### config.mk
export PLATFORM = sky130hd
export DESIGN_NAME = uart_tx_mmio
export DESIGN_NICKNAME = d
export VERILOG_FILES = /design/src/rtl/uart_pkg.sv /design/src/rtl/sync_fifo.sv /design/src/rtl/uart_tx_mmio.sv
export SDC_FILE = /design/constraint.sdc
export NUM_CORES = 1
export LEC_CHECK = 0
export CAP_MARGIN = 0
export CORE_MARGIN = 8
export CORE_UTILIZATION = 56
export DETAILED_ROUTE_END_ITERATION = 8
export GPL_ROUTABILITY_DRIVEN = 0
export MAX_ROUTING_LAYER = met4
export PLACE_DENSITY = 0.82
export SLEW_MARGIN = 20
export SYNTH_ARGS = -nofsm -noshare
export SYNTH_HDL_FRONTEND = slang
export SYNTH_SLANG_ARGS = --single-unit
### constraint.sdc
create_clock -name clk -period 7.5 [get_ports clk]
set_clock_uncertainty 0.15 [all_clocks]
set_input_delay 1.5 -clock clk [delete_from_list [all_inputs] [get_ports clk]]
set_output_delay 1.5 -clock clk [all_outputs]
set_load 0.01 [all_outputs]
### src/rtl/uart_pkg.sv
// Shared types and register map for the memory-mapped UART transmitter.
package uart_pkg;

  typedef enum logic [1:0] {
    IDLE  = 2'd0,
    START = 2'd1,
    DATA  = 2'd2,
    STOP  = 2'd3
  } tx_state_t;

  // Byte offsets within the 16-byte register window
  localparam logic [3:0] UART_TXDATA = 4'h0;
  localparam logic [3:0] UART_STATUS = 4'h4;

  // STATUS bit positions
  localparam int STAT_BUSY      = 0;
  localparam int STAT_FULL      = 1;
  localparam int STAT_EMPTY     = 2;
  localparam int STAT_OVERFLOW  = 3;
  localparam int STAT_COUNT_LSB = 8;
  localparam int STAT_COUNT_W   = 8;

endpackage

### src/rtl/sync_fifo.sv
// Single-clock FIFO with combinational head read; only pointers and count are reset.
module sync_fifo #(
  parameter int WIDTH = 8,
  parameter int DEPTH = 8
) (
  input  logic                     clk,
  input  logic                     reset_n,
  input  logic                     push_i,
  input  logic [WIDTH-1:0]         wdata_i,
  input  logic                     pop_i,
  output logic [WIDTH-1:0]         rdata_o,
  output logic                     full_o,
  output logic                     empty_o,
  output logic [$clog2(DEPTH):0]   count_o
);

  localparam int PTR_W = $clog2(DEPTH);

  logic [WIDTH-1:0] mem_q [DEPTH];
  logic [PTR_W-1:0] wr_ptr_q, wr_ptr_d;
  logic [PTR_W-1:0] rd_ptr_q, rd_ptr_d;
  logic [PTR_W:0]   count_q, count_d;
  logic             do_push;
  logic             do_pop;

  // Full is judged on the pre-pop occupancy, so a push into a full FIFO is
  // dropped even when a pop happens in the same cycle.
  assign full_o  = (count_q == (PTR_W + 1)'(DEPTH));
  assign empty_o = (count_q == '0);
  assign do_push = push_i && !full_o;
  assign do_pop  = pop_i && !empty_o;

  // NOTE: every variable in an always_comb gets a default before any branch,
  // otherwise a missed path infers a latch.
  always_comb begin
    wr_ptr_d = wr_ptr_q;
    rd_ptr_d = rd_ptr_q;
    count_d  = count_q;
    if (do_push) wr_ptr_d = wr_ptr_q + 1'b1;
    if (do_pop)  rd_ptr_d = rd_ptr_q + 1'b1;
    case ({do_push, do_pop})
      2'b10:   count_d = count_q + 1'b1;
      2'b01:   count_d = count_q - 1'b1;
      default: count_d = count_q;
    endcase
  end

  // NOTE: state registers use non-blocking assignment so every flop samples
  // the pre-edge values regardless of statement order.
  always_ff @(posedge clk) begin
    if (!reset_n) begin
      wr_ptr_q <= '0;
      rd_ptr_q <= '0;
      count_q  <= '0;
    end else begin
      wr_ptr_q <= wr_ptr_d;
      rd_ptr_q <= rd_ptr_d;
      count_q  <= count_d;
    end
  end

  // NOTE: storage is deliberately not reset; the pointers define which
  // entries are valid, and a reset-free array maps onto plain RAM/flops.
  always_ff @(posedge clk) begin
    if (do_push) mem_q[wr_ptr_q] <= wdata_i;
  end

  assign rdata_o = mem_q[rd_ptr_q];
  assign count_o = count_q;

endmodule

### src/rtl/uart_tx_mmio.sv
// Memory-mapped 8N1 UART transmitter: bus decode, STATUS/read register and TX FSM.
module uart_tx_mmio
  import uart_pkg::*;
#(
  parameter int          CLKS_PER_BIT = 868,
  parameter int          FIFO_DEPTH   = 8,
  parameter logic [31:0] BASE_ADDR    = 32'h1000_0000
) (
  input  logic        clk,
  input  logic        reset_n,
  input  logic [31:0] mem_addr,
  input  logic        mem_r_enable,
  input  logic        mem_w_enable,
  input  logic [31:0] mem_wdata,
  output logic [31:0] mem_rdata,
  output logic        uart_tx
);

  localparam int                BAUD_W    = $clog2(CLKS_PER_BIT);
  localparam int                CNT_W     = $clog2(FIFO_DEPTH) + 1;
  localparam logic [BAUD_W-1:0] BAUD_LAST = BAUD_W'(CLKS_PER_BIT - 1);

  // Bus decode
  logic       hit;
  logic [3:0] reg_off;
  logic       wr_txdata;
  logic       wr_status;
  logic       rd_status;
  logic       unused_bus;

  assign hit       = (mem_addr[31:4] == BASE_ADDR[31:4]);
  assign reg_off   = {mem_addr[3:2], 2'b00};
  assign wr_txdata = mem_w_enable && hit && (reg_off == UART_TXDATA);
  assign wr_status = mem_w_enable && hit && (reg_off == UART_STATUS);
  assign rd_status = hit && (reg_off == UART_STATUS);
  assign unused_bus = ^{mem_addr[1:0], mem_wdata[31:8]};

  // TX FIFO
  logic [7:0]       fifo_rdata;
  logic             fifo_full;
  logic             fifo_empty;
  logic [CNT_W-1:0] fifo_count;
  logic             fifo_pop;

  sync_fifo #(
    .WIDTH (8),
    .DEPTH (FIFO_DEPTH)
  ) u_fifo (
    .clk     (clk),
    .reset_n (reset_n),
    .push_i  (wr_txdata),
    .wdata_i (mem_wdata[7:0]),
    .pop_i   (fifo_pop),
    .rdata_o (fifo_rdata),
    .full_o  (fifo_full),
    .empty_o (fifo_empty),
    .count_o (fifo_count)
  );

  // TX FSM state
  tx_state_t         state_q, state_d;
  logic [BAUD_W-1:0] baud_q, baud_d;
  logic [2:0]        bit_q, bit_d;
  logic [7:0]        shift_q, shift_d;
  logic              tx_q, tx_d;
  logic              baud_end;

  assign baud_end = (baud_q == BAUD_LAST);

  always_comb begin
    state_d  = state_q;
    baud_d   = baud_q;
    bit_d    = bit_q;
    shift_d  = shift_q;
    fifo_pop = 1'b0;
    case (state_q)
      IDLE: begin
        if (!fifo_empty) begin
          fifo_pop = 1'b1;
          shift_d  = fifo_rdata;
          baud_d   = '0;
          bit_d    = '0;
          state_d  = START;
        end
      end
      START: begin
        if (baud_end) begin
          baud_d  = '0;
          state_d = DATA;
        end else begin
          baud_d = baud_q + 1'b1;
        end
      end
      DATA: begin
        if (baud_end) begin
          baud_d  = '0;
          shift_d = {1'b0, shift_q[7:1]};
          bit_d   = bit_q + 3'd1;
          if (bit_q == 3'd7) state_d = STOP;
        end else begin
          baud_d = baud_q + 1'b1;
        end
      end
      STOP: begin
        if (baud_end) begin
          baud_d = '0;
          // Chain straight into the next start bit so queued frames are contiguous
          if (!fifo_empty) begin
            fifo_pop = 1'b1;
            shift_d  = fifo_rdata;
            bit_d    = '0;
            state_d  = START;
          end else begin
            state_d = IDLE;
          end
        end else begin
          baud_d = baud_q + 1'b1;
        end
      end
      default: state_d = IDLE;
    endcase
  end

  // The line is registered from the current state, so it trails the FSM by one cycle
  always_comb begin
    case (state_q)
      START:   tx_d = 1'b0;
      DATA:    tx_d = shift_q[0];
      default: tx_d = 1'b1;
    endcase
  end

  // Overflow flag: set wins over a clear in the same cycle
  logic overflow_q, overflow_d;

  always_comb begin
    overflow_d = overflow_q;
    if (wr_status && mem_wdata[STAT_OVERFLOW]) overflow_d = 1'b0;
    if (wr_txdata && fifo_full)                overflow_d = 1'b1;
  end

  // STATUS word and read data register
  logic [31:0] status_word;
  logic [31:0] rdata_q, rdata_d;

  always_comb begin
    status_word                                       = '0;
    status_word[STAT_BUSY]                            = (state_q != IDLE);
    status_word[STAT_FULL]                            = fifo_full;
    status_word[STAT_EMPTY]                           = fifo_empty;
    status_word[STAT_OVERFLOW]                        = overflow_q;
    status_word[STAT_COUNT_LSB +: STAT_COUNT_W]       = STAT_COUNT_W'(fifo_count);
  end

  // Misses load zero so the parent can OR the read data of all slaves
  always_comb begin
    rdata_d = rdata_q;
    if (mem_r_enable) rdata_d = rd_status ? status_word : 32'h0;
  end

  always_ff @(posedge clk) begin
    if (!reset_n) begin
      state_q    <= IDLE;
      baud_q     <= '0;
      bit_q      <= '0;
      shift_q    <= '0;
      tx_q       <= 1'b1;
      overflow_q <= 1'b0;
      rdata_q    <= '0;
    end else begin
      state_q    <= state_d;
      baud_q     <= baud_d;
      bit_q      <= bit_d;
      shift_q    <= shift_d;
      tx_q       <= tx_d;
      overflow_q <= overflow_d;
      rdata_q    <= rdata_d;
    end
  end

  assign mem_rdata = rdata_q;
  assign uart_tx   = tx_q;

endmodule

# Word level (Yosys, flattened, before mapping)
# Memories as Yosys holds them, arrays and structs flattened. A register that Yosys moved wholly into a read port is not among the register bits.
# Cells that the tools add are included.
# classes
addsub	6
eq_ne	15
mux	30
n_reduce_logical	20
# ops
cell	n
$eq A28 B25 Y1 const B	1
$mux W8	3
$pmux W8 S3	1
$mux W10	2
$pmux W10 S2	1
$mux W3	5
$mux W12	1
$add A10 B1 Y10 const B	1
$eq A10 B10 Y1 const B	1
$mux W2	5
$ne A2 B2 Y1 const B	5
$add A3 B1 Y3 const B	3
$pmux W3 S3	1
$logic_and A1 B1 Y1	8
$logic_not A4 Y1	2
$pmux W2 S4	1
$pmux W4 S2	1
$mux W1	7
$eq A2 B1 Y1 const B	3
$eq A2 B2 Y1 const B	3
$reduce_bool A2 Y1	3
$reduce_and A5 Y1	1
$add A4 B1 Y4 const B	1
$eq A4 B4 Y1 const B	1
8 further kinds	10
# word_totals
register_bits	67
mem_bits_rw	64
input_bits	68
n_memories	1
# mem_list
memory	depth	word_bits	rd	rd_clocked_by_memory_dff	write_ports	line	source
u_fifo.mem_q	8	8	1	1	1	sync_fifo.sv:19	logic [WIDTH-1:0] mem_q [DEPTH];

# Longest topological paths before layout
# depth
depth_word	7
ltp_mapped	12
depth_no_buf	11

# Hierarchy
# A second synthesis with hierarchy kept.
# hier_totals
cells_unflattened	398
area_unflattened_um2	5165.0
# modules_own_cells
module	n_inst	cells_per_inst	area_each_um2	seq_area_each_um2
sync_fifo	1	167	3101.7	2182.1
uart_tx_mmio	1	231	2063.2	660.6

# Least setup slack after synthesis
# No wires, ideal clock.
# synth_path
path_kind	in2reg
start	input mem_addr[29]
end	register u_fifo.count_q[2] (netlist: u_fifo.count_o[2])
arrival_time_ns	3.752
required_ns	7.280
path_slack_ns	3.527
cell_stages	11
path_buffers	1
path_cell_list	nor4b_1 -> and4_1 -> clkbuf_1 -> nand4_2 -> ha_1 -> xor2_1 -> ha_1 -> a21oi_1 -> xor2_1 -> or3_1 -> a21oi_1
# synth_between
elab_chain_len	6
# synth_lines
element	line	source
from (decl)	uart_tx_mmio.sv:11	input logic [31:0] mem_addr,
$eq A28 B25 Y1 *	uart_tx_mmio.sv:31	assign hit = (mem_addr[31:4] == BASE_ADDR[31:4]);
$logic_and A1 B1 Y1 * (2 in series)	uart_tx_mmio.sv:33	assign wr_txdata = mem_w_enable && hit && (reg_off == UART_TXDATA);
$logic_and A1 B1 Y1 *	sync_fifo.sv:30	assign do_push = push_i && !full_o;
$eq A2 B1 Y1 or $eq A2 B2 Y1 (tied branches)	sync_fifo.sv:41	case ({do_push, do_pop})
$pmux W4 S2 or $reduce_bool A2 Y1 (tied branches)	n/a	
to (signal assigned)	sync_fifo.sv:58	count_q <= count_d;
to (decl)	sync_fifo.sv:22	logic [PTR_W:0] count_q, count_d;
# Mark *: on every way between the ends. The rest lies on a longest branch, timed or not.
# A chain may end at the register's enable or synchronous reset.

==> results by group <==
Run status
  • Status: complete, no violations

Synthesis
  • Area contributors post-synth: edfxtp_1 37%, dfxtp_1 18%, mux4_2 6.1%, buf_4 3.8%, mux2i_1 3.3%
  • Post-synthesis mux area share: 9.64%
  • Largest family of logic cells by synthesized area: simple AND/OR/NAND/NOR gates
  • Top_reg_cell synth: edfxtp_1
  • Avg Inst Size Synth: 12.2 sq um
  • Compound-Gate Fraction of Synth Area: 9.40%
  • Number of flops mapped to enable cells by yosys: 64
  • Xor/xnor share of the synthesized area: 0.506%
  • Seq cells post-synth: 110
  • Sequential fraction of the synthesis area: 54.7%
  • Netlist cell types: 64
  • Cells after Synth: 426
  • Post-synthesis simple-gate area fraction: 16.0%
  • Synth top area share: 37.0%
  • Yosys top cell by area: edfxtp_1
  • Mapped Area: 0.00519 sq mm
  • Ys Warns: 0
  • Async SR Flop Fraction: 0%
  • Adder-cell area share of the yosys netlist: 3.13%

Global routing
  • Vias in the first global route: 3535
  • Total Routing Usage GR: 17.9%
  • Gr ovfl total: 0
  • Largest net degree at the start of global routing: 27
  • First-pass GRT wire length: 17500 um
  • Initial antenna violation count: 0

Placed design
  • DPL Wire Length: 7620 um
  • Placement Setup Slack: 2.67 ns
  • Port bufs: 50

Floorplanning
  • Die extent in y: 112 um
  • Initial Util: 57.0%
  • # rows: 35
  • I/O pins: 101
  • Die width: 112 um
  • Die area: 0.0126 sq mm
  • Placeable Area: 0.00911 sq mm

Drt
  • Vias: 3462
  • Drt pass-1 iters: 5
  • DRC Markers: 0
  • Wirelength, routed: 10800 um
  • Detailed Route Iter0 Violations: 225
  • Routed len/inst: 18.4 um
  • Detailed-route vias per instance: 5.91
  • Antenna-violating nets left: 0

Finish
  • Most frequent cells in the layout: 64 x edfxtp_1, 50 x clkdlybuf4s50_1, 45 x dfxtp_1
  • Final net count: 551
  • Fillers: 682
  • ANT cells: 0
  • Layout area overhead: 13.4%
  • Layout cells sized above 1: 11.6%
  • Commonest non-fill, non-tap cell in the layout: edfxtp_1

Min path
  • HP Class: register to register

STA
  • Final Hold Viols: 0
  • Final period util: 59.5%
  • Max_slew headroom: 38.7%
  • RSZ-0062 raised after global routing: false
  • Final setup fails: 0
  • Max-slew violation count: 0
  • Setup TNS: 0 ns
  • Max Clk Rate: 224 MHz
  • Minimum clock period: 4.46 ns
  • Slew @ Worst Pin: 0.916 ns
  • Final WS setup: 3.04 ns

Clock network
  • CTS tree: built
  • Cts hold-fix bufs: 0
  • Cts bufs inserted: 9
  • CTS Sinks: 110
  • CTS Root Cell: clkbuf_8
  • Post-CTS Setup Inserts: 0
  • Clk slew on worst S/H paths: 0.11 ns
  • Worst skew pair latency: 0.38 ns
  • Clock Path Buffers: 2
  • H-tree depth: 3
  • Post-CTS Resized: 0

Setup path
  • Req. time, crit path: 7.66 ns
  • Startpoint types: primary input
  • Critical path peak fanout: 26
  • Crit Path Class: primary input to register
  • Critical Path AT: 4.63 ns
  • CP endpoint kind: register

Power
  • P_leak: 1.97 nW
  • P per Cell Area: 189 mW/mm^2
  • Worst vdd ir: 119 uV
  • Final Power: 0.00112 W

Job
  • Max-cap violations: 0
==> flip-flops by register name, indices dropped and copies added, names as in the netlist, named ones only <==
signal	cells
state_q	2
baud_q	10
mem_rdata	8
u_fifo.rd_ptr_q	3
shift_q	8
u_fifo.wr_ptr_q	3
uart_tx	1
u_fifo.mem_q	64
bit_q	3
u_fifo.count_o	4
overflow_q	1
==> cell type report <==
cell class	count	area, sq um	share of cell area, %
inverter	8	30.0	0.510
timing repair buffer	58	561	9.52
multi-input combinational	283	2100	35.6
tap	111	139	2.36
clock inverter	7	93.8	1.59
clock buffer	9	124	2.10
sequential	110	2840	48.3
==> Yosys cell counts (all sizes together), types with 2 or more instances <==
cell and instances:
a211oi 2, a21oi 21, a22o 9, a22oi 2, a31oi 4, a41oi 2
and3 6, and4 3, buf 35, clkbuf 13, dfxtp 46, edfxtp 64
ha 13, inv 7, mux2i 17, mux4 14, nand2 31, nand2b 13
nand3 11, nand3b 3, nand4 6, nand4b 3, nor2 15, nor2b 3
nor3 10, nor3b 2, nor4 18, nor4b 4, o211a 2, o211ai 4
o21ai 16, o31ai 3, or3 2, or4 5, xor2 3
==> path summary, 6_finish.rpt <==
kind,depth (start not counted),start,to,slack (ns)
worst max register to register,11,state_q[1],u_fifo.count_o[2],4.52
worst max-delay path,4,reset_n,bit_q[0],3.04
worst min register to register,2,mem_rdata[11],mem_rdata[11],0.32
worst min-delay path,2,mem_rdata[11],mem_rdata[11],0.32
==> report_power, final <==
part           total (W)  switching (W)  internal (W)
Clock           0.000366       0.000229      0.000138
Combinational   0.000103      0.0000618     0.0000415
Sequential      0.000646     0.00000424      0.000642
Total            0.00112       0.000295      0.000821
==> through the flow <==
stage          cell area, sq um  hold slack [ns]  utilization, %  cells
3_5_place_dp               5670            0.310            62.3    570
6_report                   5890            0.324            64.7    586
4_1_cts                    5890            0.327            64.7    586
2_1_floorplan              5280            0.292               -    449
3_3_place_gp               5670            0.305            62.3    570
5_1_grt                    5890            0.353            64.7    586
==> layer usage <==
metal,vias to the layer above,wire (um),GRT usage (%)
met5,-,0,-
met2,101,5720,31.4
li1,1654,-,-
met3,13,561,3.60
met1,1694,4320,19.7
met4,0,154,6.47
==> cells by family after synthesis <==
kind of cell / after synthesis
and+or+nand+nor: 139
AOI/OAI and AO/OA: 72
buffers and inverters: 56
xor gates and xnor gates: 3
adders and majority gates: 13
other: 1
muxes: 32
DFF: 110
==> worst max-delay path, cell delays in order <==
cell             delay, ns
clkdlybuf4s50_1       1.07
clkinv_1              0.97
nor4b_1               0.81
mux2_4                0.26
Power figures use the tool's default switching activity.
